===== config.mk =====
export PLATFORM = sky130hd
export DESIGN_NAME = bus_arbiter
export DESIGN_NICKNAME = d
export VERILOG_FILES = /design/src/rtl/bus_arbiter.sv
export SDC_FILE = /design/constraint.sdc
export NUM_CORES = 1
export LEC_CHECK = 0
export BUFFER_PORTS_ARGS = -buffer_cell sky130_fd_sc_hd__buf_2
export CAP_MARGIN = 20
export CORE_MARGIN = 3
export CORE_UTILIZATION = 43
export CTS_BUF_LIST = sky130_fd_sc_hd__clkbuf_4
export DETAILED_ROUTE_END_ITERATION = 7
export SLEW_MARGIN = 20
export SYNTH_ARGS = -nofsm -noshare
export SYNTH_HDL_FRONTEND = slang
export SYNTH_SLANG_ARGS = --single-unit

===== constraint.sdc =====
create_clock -name Clk -period 2.2 [get_ports Clk]
set_clock_uncertainty 0.1 [all_clocks]
set_input_delay 0.22 -clock Clk [delete_from_list [all_inputs] [get_ports Clk]]
set_output_delay 0.22 -clock Clk [all_outputs]
set_load 0.02 [all_outputs]

===== src/rtl/bus_arbiter.sv =====
// Shared memory bus arbiter between the CPU data path and the DMA controller.
// Grants DMA only at CPU transaction boundaries and inserts one turnaround cycle on release.
module bus_arbiter #(
  parameter int MAX_HOLD = 64,
  parameter int CNT_W    = 16
) (
  input  logic             Clk,
  input  logic             Reset,
  input  logic             BR,
  input  logic             dma_use_bus,
  input  logic             cpu_bus_req,
  input  logic             cpu_bus_busy,
  output logic             BG,
  output logic             cpu_stall,
  output logic [CNT_W-1:0] grant_count,
  output logic [CNT_W-1:0] busy_cycles,
  output logic             hold_timeout
);

  localparam int HOLD_W = $clog2(MAX_HOLD + 2);
  localparam logic [HOLD_W-1:0] HOLD_LIMIT = HOLD_W'(MAX_HOLD + 1);

  typedef enum logic [1:0] {
    IDLE,
    WAIT_CPU,
    GRANT,
    RELEASE
  } state_t;

  state_t state, next_state;
  logic [HOLD_W-1:0] hold_cnt;

  // NOTE: next_state gets its default before the case so no path leaves it unassigned (no latch).
  always_comb begin
    next_state = state;
    case (state)
      IDLE:     if (BR) next_state = cpu_bus_busy ? WAIT_CPU : GRANT;
      WAIT_CPU: begin
        if (!BR)                next_state = IDLE;
        else if (!cpu_bus_busy) next_state = GRANT;
      end
      GRANT:    if (!BR) next_state = RELEASE;
      RELEASE:  next_state = IDLE;
      default:  next_state = IDLE;
    endcase
  end

  // DMA wins ties: a pending BR in IDLE already blocks the CPU from starting an access.
  assign cpu_stall = cpu_bus_req && ((state != IDLE) || BR);

  // NOTE: all state uses non-blocking assignments so every flop samples pre-edge values.
  always_ff @(posedge Clk) begin
    if (Reset) begin
      state        <= IDLE;
      BG           <= 1'b0;
      grant_count  <= '0;
      busy_cycles  <= '0;
      hold_timeout <= 1'b0;
      hold_cnt     <= '0;
    end else begin
      state <= next_state;
      BG    <= (next_state == GRANT);

      if ((state == GRANT) && !BR && (grant_count != '1))
        grant_count <= grant_count + 1'b1;

      if (BG && dma_use_bus && (busy_cycles != '1))
        busy_cycles <= busy_cycles + 1'b1;

      if ((next_state == GRANT) && (state != GRANT)) begin
        hold_cnt <= '0;
      end else if ((state == GRANT) && (hold_cnt != HOLD_LIMIT)) begin
        hold_cnt <= hold_cnt + 1'b1;
        if (hold_cnt == HOLD_LIMIT - 1'b1)
          hold_timeout <= 1'b1;
      end
    end
  end

endmodule


==> parameters.txt <==
Parameter                              Value

Synthesis
  Proportion of synthesized chip area in sequential cells ... 39.9%
  Ranking of synthesized cells by instance count ... sky130_fd_sc_hd__dfxtp_1, sky130_fd_sc_hd__a21oi_1, sky130_fd_sc_hd__nand2_1, sky130_fd_sc_hd__nor2_1, sky130_fd_sc_hd__nand3_1
  Commonest register cell after synthesis ... sky130_fd_sc_hd__dfxtp_1
  Synth async-reset ratio ... 0%
  Top-count cell post-synth ... sky130_fd_sc_hd__dfxtp_1
  Total number of yosys warnings ... 0
  EDFF count, synth ... 0
  Total of flip-flops plus latches after synthesis ... 43
  Synth area leaders ... sky130_fd_sc_hd__dfxtp_1, sky130_fd_sc_hd__a21oi_1, sky130_fd_sc_hd__o31ai_1
  Cell area after synthesis ... 0.00216 mm2
  Net Count, Synth ... 265
  Area leader, netlist ... sky130_fd_sc_hd__dfxtp_1
  Fraction of post-synthesis cell area in the top cell type by area ... 39.9%
  Average cell area after synthesis ... 8.49 um2
  Number of cells produced by synthesis ... 254
  Count of cell types in the netlist ... 48

Placed design
  GPL Wtd Cong ... 0.822
  Pre-CTS setup slack ... 0.209 ns
  Post-DP HPWL ... 3.42 mm
  Port bufs ... 40
  Placed cell area ... 0.00245 mm2

STA
  Sum of negative setup slack ... 0 ns
  Normalized max-slew margin ... 45.4%
  Timing-limited maximum frequency ... 494 MHz
  Hold violation total from the final report ... 0
  Min cycle time layout ... 2.02 ns
  Max-slew violation total from the final report ... 0
  Fin worst setup slack ... 0.175 ns
  Final count of negative-setup-slack endpoints ... 0
  Setup repair after global routing missed its margin ... no
  Pin slew with the least headroom to its limit ... 0.815 ns
  Post-route clock period utilization ... 92.0%

Route
  Antenna-violating nets left ... 0
  Number of DRC violations after detailed-routing iteration 0 ... 134
  Final routed wirelength across all metal layers ... 4.87 mm
  Post-route DRC ... 0
  Via density per instance ... 5.51
  Detail-routed net length per standard cell ... 13.3 um
  Via count ... 2017
  Pre-Repair DR Iteration Count ... 4

Cells and area
  Area growth, synth to finish ... 18.6%
  Finished layout cell area ... 0.00256 mm2
  Layout cell share with drive strength beyond 1 ... 21.4%
  Total Nets Final ... 309
  Antenna diode count ... 0

Clock tree
  Clock latency on the worst-skew pair ... 0.35 ns
  Sink count of the clock tree ... 43
  Total of cells resized after clock tree synthesis ... 0
  Clock transition at path regs ... 0.13 ns
  Inserted Clock Buffers ... 5
  Number of buffers inserted by post-CTS setup repair ... 0
  Max H-tree Level ... 2
  TritonCTS clock tree ... done
  Number of buffers between clock root and the deepest sink ... 2
  Hold Buf Count CTS ... 0
  Clk Tree Root Cell ... sky130_fd_sc_hd__clkbuf_4

Global routing
  Number of global-route vias before repair ... 1837
  GRT Total Usage ... 17.1%
  First-pass GRT wire length ... 8.51 mm
  Number of antenna violations at the first check in global routing ... 0
  Largest net degree at the start of global routing ... 33
  Gr ovfl total ... 0

Power
  Leakage component of the power ... 0.971 nW
  Power after layout ... 1.49 mW
  Peak supply drop ... 0.321 mV
  Areal power density over the cells ... 583 mW/mm2

Critical path
  Capturing element type of the critical path ... flip-flop
  Crit Reg-Reg Startpoint ... grant_count[0]
  WP data required ... 2.39 ns
  Kind of start point of the critical path ... flip-flop
  Setup CP Type ... flip-flop to flip-flop
  CP startpoint ... grant_count[0]
  Arrival @ worst endpoint ... 2.21 ns
  Highest fanout seen on the critical path ... 10

Flow run
  Max Cap Viol ... 0

Hold path
  Hold path startpoint ... cpu_bus_busy
  Classification of the worst-slack hold path ... input pin to flip-flop

Floorplanning
  DIE AREA ... 0.00590 mm2
  Floorplan Core Area ... 0.00479 mm2
  Die Y-Extent ... 76.8 um
  Die extent in x ... 76.8 um
  Count of boundary I/O pins ... 41
  Cell Rows ... 25
  Effective utilization at floorplan ... 45.0%

Status
  Result of the run ... finished, final reports clean
==> power breakdown <==
part           total, mW  switching, mW  internal (mW)  leakage (nW)
sequential         0.795        0.00900          0.786         0.347
clock              0.628          0.261          0.367        0.0559
combinational     0.0675         0.0437         0.0238         0.568
==> final timing paths <==
kind,end,slack [ns],cells after the start
max,grant_count[6],0.18,6
min,state[0],0.05,3
max reg2reg,grant_count[6],0.18,6
min reg2reg,hold_timeout,0.38,2
==> sequential cells by signal, summed over array words and instances, names as in the netlist <==
| signal | flops |
|---|---|
| BG | 1 |
| busy_cycles | 16 |
| state | 2 |
| hold_cnt | 7 |
| grant_count | 16 |
| hold_timeout | 1 |
==> area by class of cell <==
class	instances	area, um2
clock buffers	6	45.0
fillers	463	2230
well taps	67	83.8
repair buffers	47	253
clock inverters	2	60.1
inverters	11	41.3
multi-input cells	190	1210
flip-flops and latches	43	861
==> critical path, stage by stage (launching register included) <==
cell	delay [ns]
sky130_fd_sc_hd__dfxtp_1	0.36
sky130_fd_sc_hd__ha_1	0.24
sky130_fd_sc_hd__and4_1	0.20
sky130_fd_sc_hd__and4b_1	0.27
sky130_fd_sc_hd__buf_4	0.19
sky130_fd_sc_hd__or4_1	0.46
sky130_fd_sc_hd__a21oi_1	0.15
==> kinds of logic (layout without fill, tap and decap cells) <==
family / Yosys count / in the layout / synth area share (%)
simple gates: 112 / 112 / 30.2
flops: 43 / 43 / 39.9
fa+ha+maj: 5 / 5 / 2.90
mux: 4 / 4 / 1.92
compound gates: 65 / 65 / 19.6
xor+xnor: 4 / 4 / 1.63
buf+inv: 21 / 66 / 3.83
==> per-layer routing <==
layer | GRT usage (%) | share of wire (%)
met3 | 3.29 | 3.9
met5 | 0 | 0
met1 | 24.9 | 53
met4 | 5.62 | 0.45
met2 | 25.3 | 43
==> layout by cell type (no fill, tap or decap), drive strengths merged, types with 6 or more instances in the layout <==
cell and n:
inv 10, nor2 18, a21oi 25, dfxtp 43, nor3 7, and3 7
nand3 12, o31ai 11, buf 47, nand4 9, or4 13, nand2 18
clkbuf 6, o21ai 8, or3 7
==> per-stage QoR <==
| step | util [%] | hold slack, ns | cells |
|---|---|---|---|
| after detailed placement | 51.2 | 0.361 | 358 |
| after global routing | 53.4 | 0.0309 | 366 |
| after CTS | 53.4 | 0.0202 | 366 |
| after global placement | 51.2 | 0.356 | 358 |
| final | 53.4 | 0.0504 | 366 |
| after floorplan | - | 0.266 | 254 |
Note: power is estimated with default switching activity, not from simulation.
